## config.mk

```make
export PLATFORM = sky130hd
export DESIGN_NAME = fir4_inverse_u
export DESIGN_NICKNAME = d
export VERILOG_FILES = /design/src/rtl/fir4_pkg.sv /design/src/rtl/fir4_hist.sv /design/src/rtl/fir4_inverse_u.sv
export SDC_FILE = /design/constraint.sdc
export NUM_CORES = 1
export LEC_CHECK = 0
export BUFFER_PORTS_ARGS = -buffer_cell sky130_fd_sc_hd__buf_2
export CAP_MARGIN = 20
export CORE_UTILIZATION = 35
export DETAILED_ROUTE_END_ITERATION = 16
export GPL_TIMING_DRIVEN = 1
export MAX_ROUTING_LAYER = met4
export SKIP_LAST_GASP = 1
export SYNTH_ARGS = -nofsm -noshare
export SYNTH_HDL_FRONTEND = slang
export SYNTH_HIERARCHICAL = 1
export SYNTH_SLANG_ARGS = --single-unit
```

## constraint.sdc

```tcl
create_clock -name clk -period 3.3 [get_ports clk]
set_input_delay 0.66 -clock clk [delete_from_list [all_inputs] [get_ports clk]]
set_output_delay 0.66 -clock clk [all_outputs]
set_load 0.02 [all_outputs]
```

## src/rtl/fir4_pkg.sv

```systemverilog
// Shared definitions for the 4-tap running-sum FIR and its inverse.
// Used by fir4_hist and fir4_inverse_u (and by the forward filter).
package fir4_pkg;

  // Sample width, tap-sum width and filter depth.
  localparam int unsigned W     = 16;
  localparam int unsigned SUM_W = W + 2;
  localparam int unsigned TAPS  = 4;

  // Width of the signed reconstruction difference s[n] - s[n-1] + x[n-4].
  localparam int unsigned D_W   = W + 3;

  typedef logic [W-1:0]            sample_t;
  typedef logic [SUM_W-1:0]        sum_t;
  typedef logic signed [D_W-1:0]   diff_t;
  typedef logic [2:0]              cnt_t;

  // Reconstruction state; FAULT is only reachable with FIR4INV_CHECK_EN.
  typedef logic [1:0] state_t;
  localparam state_t WARM  = 2'd0;
  localparam state_t RUN   = 2'd1;
  localparam state_t FAULT = 2'd2;

  // Warm-up counter saturates once every history slot holds a real sample.
  localparam cnt_t CNT_FULL = cnt_t'(TAPS);

  // True when a reconstructed value cannot come from an unsigned W-bit source.
  function automatic logic out_of_range(input diff_t d);
    return |d[D_W-1:W];
  endfunction

endpackage

```

## src/rtl/fir4_hist.sv

```systemverilog
// TAPS-deep shift register of reconstructed samples; slot 0 is the newest,
// the oldest entry (x[n-4] relative to the next input) is exposed.
module fir4_hist
  import fir4_pkg::*;
#(
  parameter int unsigned Width = W,
  parameter int unsigned Depth = TAPS
) (
  input  logic             clk,
  input  logic             reset,
  input  logic             en,
  input  logic [Width-1:0] din,
  output logic [Width-1:0] oldest
);

  logic [Width-1:0] taps [Depth];

  // Shift a new sample in on enable; reset restores the all-zero history.
  always_ff @(posedge clk) begin
    if (reset) begin
      for (int i = 0; i < Depth; i++) begin
        taps[i] <= '0;
      end
    end else if (en) begin
      taps[0] <= din;
      for (int i = 1; i < Depth; i++) begin
        taps[i] <= taps[i-1];
      end
    end
  end

  assign oldest = taps[Depth-1];

endmodule

```

## src/rtl/fir4_inverse_u.sv

```systemverilog
// Inverse of the 4-tap unsigned running-sum FIR: rebuilds x[n] from the
// tap sums via x[n] = s[n] - s[n-1] + x[n-4], starting from zero history.
// Optional macro FIR4INV_CHECK_EN adds a sticky range check on the
// reconstructed value (err output and FAULT state).
module fir4_inverse_u
  import fir4_pkg::*;
(
  input  logic    clk,
  input  logic    reset,
  input  sum_t    s_in,
  input  logic    s_valid,
  output logic    s_ready,
  output sample_t x_out,
  output logic    x_valid,
  input  logic    x_ready,
  output logic    err
);

  logic    accept;
  logic    consume;
  sum_t    s_prev;
  sample_t h3;
  diff_t   d;
  sample_t x_new;
  cnt_t    cnt;
  cnt_t    cnt_next;
  state_t  state;
  state_t  state_next;

  // One-deep output register: free when empty or being drained this cycle.
  assign s_ready = !x_valid || x_ready;
  assign accept  = s_valid && s_ready;
  assign consume = x_valid && x_ready;

  // Reconstruction difference in W+3 signed bits; inputs are zero-extended.
  always_comb begin
    d     = $signed({1'b0, s_in}) - $signed({1'b0, s_prev}) + $signed({3'b000, h3});
    x_new = d[W-1:0];
  end

  fir4_hist #(
    .Width (W),
    .Depth (TAPS)
  ) u_hist (
    .clk    (clk),
    .reset  (reset),
    .en     (accept),
    .din    (x_new),
    .oldest (h3)
  );

  // Output register and previous-sum register.
  always_ff @(posedge clk) begin
    if (reset) begin
      x_out   <= '0;
      x_valid <= 1'b0;
      s_prev  <= '0;
    end else if (accept) begin
      x_out   <= x_new;
      x_valid <= 1'b1;
      s_prev  <= s_in;
    end else if (consume) begin
      x_valid <= 1'b0;
    end
  end

  // Warm-up counter saturates once history is fully populated.
  always_comb begin
    cnt_next = cnt;
    if (accept && (cnt != CNT_FULL)) begin
      cnt_next = cnt + cnt_t'(1);
    end
  end

  // Warm-up count register.
  always_ff @(posedge clk) begin
    if (reset) begin
      cnt <= '0;
    end else begin
      cnt <= cnt_next;
    end
  end

  // WARM until the TAPS-th accept; FAULT (when checked) is sticky until reset.
  always_comb begin
    state_next = state;
    if ((state == WARM) && (cnt_next == CNT_FULL)) begin
      state_next = RUN;
    end
`ifdef FIR4INV_CHECK_EN
    if ((state == FAULT) || (accept && out_of_range(d))) begin
      state_next = FAULT;
    end
`endif
  end

  // State register.
  always_ff @(posedge clk) begin
    if (reset) begin
      state <= WARM;
    end else begin
      state <= state_next;
    end
  end

`ifdef FIR4INV_CHECK_EN
  logic err_flag;

  // Sticky fault: set on the accepting edge of an out-of-range result.
  always_ff @(posedge clk) begin
    if (reset) begin
      err_flag <= 1'b0;
    end else if (accept && out_of_range(d)) begin
      err_flag <= 1'b1;
    end
  end

  assign err = err_flag;
`else
  // Upper difference bits only feed the range check.
  logic unused_d_high;
  assign unused_d_high = ^d[D_W-1:W];
  assign err = 1'b0;
`endif

endmodule

```

==> impl_metrics.env <==
export IMPL_run_status="completed"
export IMPL_seq_area_um2=2580
export IMPL_worstReg2RegEnd="u_hist/taps[0][14]"
export IMPL_report_final_slew_viol_count=0
export IMPL_ff2ff_setup_slack_ns=0.54
export IMPL_irDropWorstVdd_uv=257
export IMPL_cts_resized=0
export IMPL_drv_cap=0
export IMPL_initial_core_util_pct=36.1
export IMPL_grt_max_degree=97
export IMPL_syn_inst=452
export IMPL_tightest_slew_ns=0.851
export IMPL_finalHoldViolations=0
export IMPL_nets=532
export IMPL_clock_fmax_ghz=0.346
export IMPL_antenna_left=0
export IMPL_critPathCaptureType="flip-flop"
export IMPL_fill_cells=1389
export IMPL_worstPathArrival_ns=2.99
export IMPL_setup_violations_final=0
export IMPL_diodes=0
export IMPL_dr_max_layer_used="met4"
export IMPL_met3_length_um=445
export IMPL_ys_ff_latch=97
export IMPL_final_cell_count_no_fill=664
export IMPL_die_area_um2=14900
export IMPL_num_rows=43
export IMPL_synth_net_count=505
export IMPL_vias=3223
export IMPL_required_ns=3.40
export IMPL_dp_cells=648
export IMPL_drive_above_1_share_pct=14.7
export IMPL_layout_common_cells="and3b_1 (64), edfxtp_1 (64), inv_1 (62)"
export IMPL_syn_to_final_growth_pct=11.7
export IMPL_min_period_ns=2.89
export IMPL_fin_ws_ns=0.411
export IMPL_synth_edf_count=64
export IMPL_dpl_hpwl_um=6200
export IMPL_hold_path_depth=2
export IMPL_drt_met1_wl_um=4900
export IMPL_drt_pass1_iter_count=5
export IMPL_track_usage_pct=14.4
export IMPL_synth_cell_types=45
export IMPL_finalCritPeriodShare_pct=87.5
export IMPL_root_buffer="clkbuf_16"
export IMPL_gr_total_overflow=0
export IMPL_skew_ns=0.00925
export IMPL_cp_start_kind="input port"
export IMPL_htreeDepth=3
export IMPL_crit_fanout=4
export IMPL_wl_met2_um=4180
export IMPL_core_um2=14000
export IMPL_grt_pass1_wl_um=16200
export IMPL_cts_tree="yes"
export IMPL_io_buffers=37
export IMPL_p_leak_nw=2.66
export IMPL_cts_setup_buffers=0
export IMPL_wl_per_cell_um=14.5
export IMPL_crit_type="in -> reg"
export IMPL_pin_count=41
export IMPL_wirelength_um=9620
export IMPL_die_w_um=122
export IMPL_place_ws_ns=0.0759
export IMPL_grt_setup_unrepaired="no"
export IMPL_async_reset_ff_share_pct=0
export IMPL_min_from="x_out[3]"
export IMPL_cts_hold_buf=0
export IMPL_vias_per_cell=4.85
export IMPL_grt_pass1_vias=3196
export IMPL_min_to="x_out[3]"
export IMPL_p_per_area_nw_per_um2=594
export IMPL_min_path_type="reg -> reg"
export IMPL_drcViolationCount=0
export IMPL_seq_area_frac_synth_pct=51.2
export IMPL_clock_latency_ns=0.35
export IMPL_r2r_cells=9
export IMPL_slew_limit_headroom_pct=43.3
export IMPL_drt_initial_drc_count=215
export IMPL_numCtsBuffers=9
export IMPL_clkTransAtPathRegs_ns=0.07
export IMPL_setup_tns_ns=0
export IMPL_synth_flop_cell="edfxtp_1"
export IMPL_yosysWarnings=6
export IMPL_synth_area_um2=5050
export IMPL_die_h_um=122
export IMPL_cts_sinks=97
export IMPL_r2r_start="u_hist/taps[3][1]"
export IMPL_synth_avg_cell_area_um2=11.2
export IMPL_antenna_found_initial=0
export IMPL_multi_input_area_um2=2050
export IMPL_gp_congestion=0.868
export IMPL_cts_buffer_depth=2
cells in the mapped netlist, types with 7 or more instances:
| cell type | count | share of area [%] |
|---|---|---|
| nor2_1 | 9 | 0.67 |
| inv_1 | 63 | 4.7 |
| and3b_1 | 64 | 11 |
| ha_1 | 16 | 4.0 |
| xnor2_1 | 12 | 2.1 |
| clkbuf_1 | 9 | 0.67 |
| buf_2 | 9 | 0.89 |
| a21o_1 | 9 | 1.3 |
| edfxtp_1 | 64 | 38 |
| buf_6 | 7 | 1.6 |
| nand2_1 | 56 | 4.2 |
| dfxtp_1 | 33 | 13 |
| a21oi_1 | 36 | 3.6 |
| fa_1 | 15 | 6.0 |
sequential cells by signal, summed over array words and instances (netlist names):
register and count:
x_out 16, s_prev 16, u_hist/taps 64, x_valid 1
per-stage QoR:
stage | total power, mW | cell area (um2) | hold WS, ns | utilization (%)
after floorplan | 2.12 | 5050 | 0.441 | -
after global placement | 2.33 | 5340 | 0.443 | 38.2
after detailed placement | 2.35 | 5340 | 0.451 | 38.2
after CTS | 3.38 | 5640 | 0.462 | 40.3
after global routing | 3.54 | 5640 | 0.480 | 40.3
final | 3.35 | 5640 | 0.460 | 40.3
power breakdown:
part	internal, mW	switching, mW
Clock	0.576	0.441
Sequential	1.43	0.0440
Combinational	0.340	0.516
per-layer routing:
layer | vias up | track usage, %
li1 | 1583 | -
met1 | 1568 | 20.4
met2 | 60 | 20.2
met3 | 12 | 3.51
met4 | 0 | 4.27
met5 | - | -
final cells by class:
type                            count  area share (%)
Multi-Input combinational cell    265            36.5
Clock inverter                      4           0.466
Timing Repair Buffer               43            4.31
Inverter                           63            4.20
Sequential cell                    97            45.8
Tap cell                          180            4.00
Clock buffer                       12            4.75
cell families (layout without fill, tap and decap cells):
| logic type | Yosys count | count (layout) | share of synthesized area (%) |
|---|---|---|---|
| compound gates | 75 | 75 | 10.1 |
| simple gates | 141 | 141 | 17.5 |
| xor+xnor | 17 | 17 | 3.10 |
| buf+inv | 90 | 122 | 8.11 |
| other cells | 1 | 1 | 0.0743 |
| flops | 97 | 97 | 51.2 |
| fa+ha+maj | 31 | 31 | 9.92 |
how the worst max path moves through the flow:
stage | from | endpoint | cells past startpoint
floorplan | x_ready | u_hist/taps[0][0] | 6
global placement | s_in[1] | u_hist/taps[0][11] | 11
detailed placement | s_in[1] | u_hist/taps[0][14] | 10
CTS | s_in[1] | u_hist/taps[0][11] | 11
global route | s_in[9] | u_hist/taps[0][15] | 11
finish | s_in[1] | u_hist/taps[0][13] | 11
worst max-delay path: stages:
cell and delay [ns]:
buf_2 0.11, inv_1 0.06, fa_1 0.60, inv_1 0.07, ha_1 0.33, a211oi_2 0.25, o21ai_2 0.12, a31oi_2 0.32
a2bb2oi_2 0.10, xor2_1 0.18, and3b_1 0.19
No activity file was read; power rests on OpenSTA's default activity.
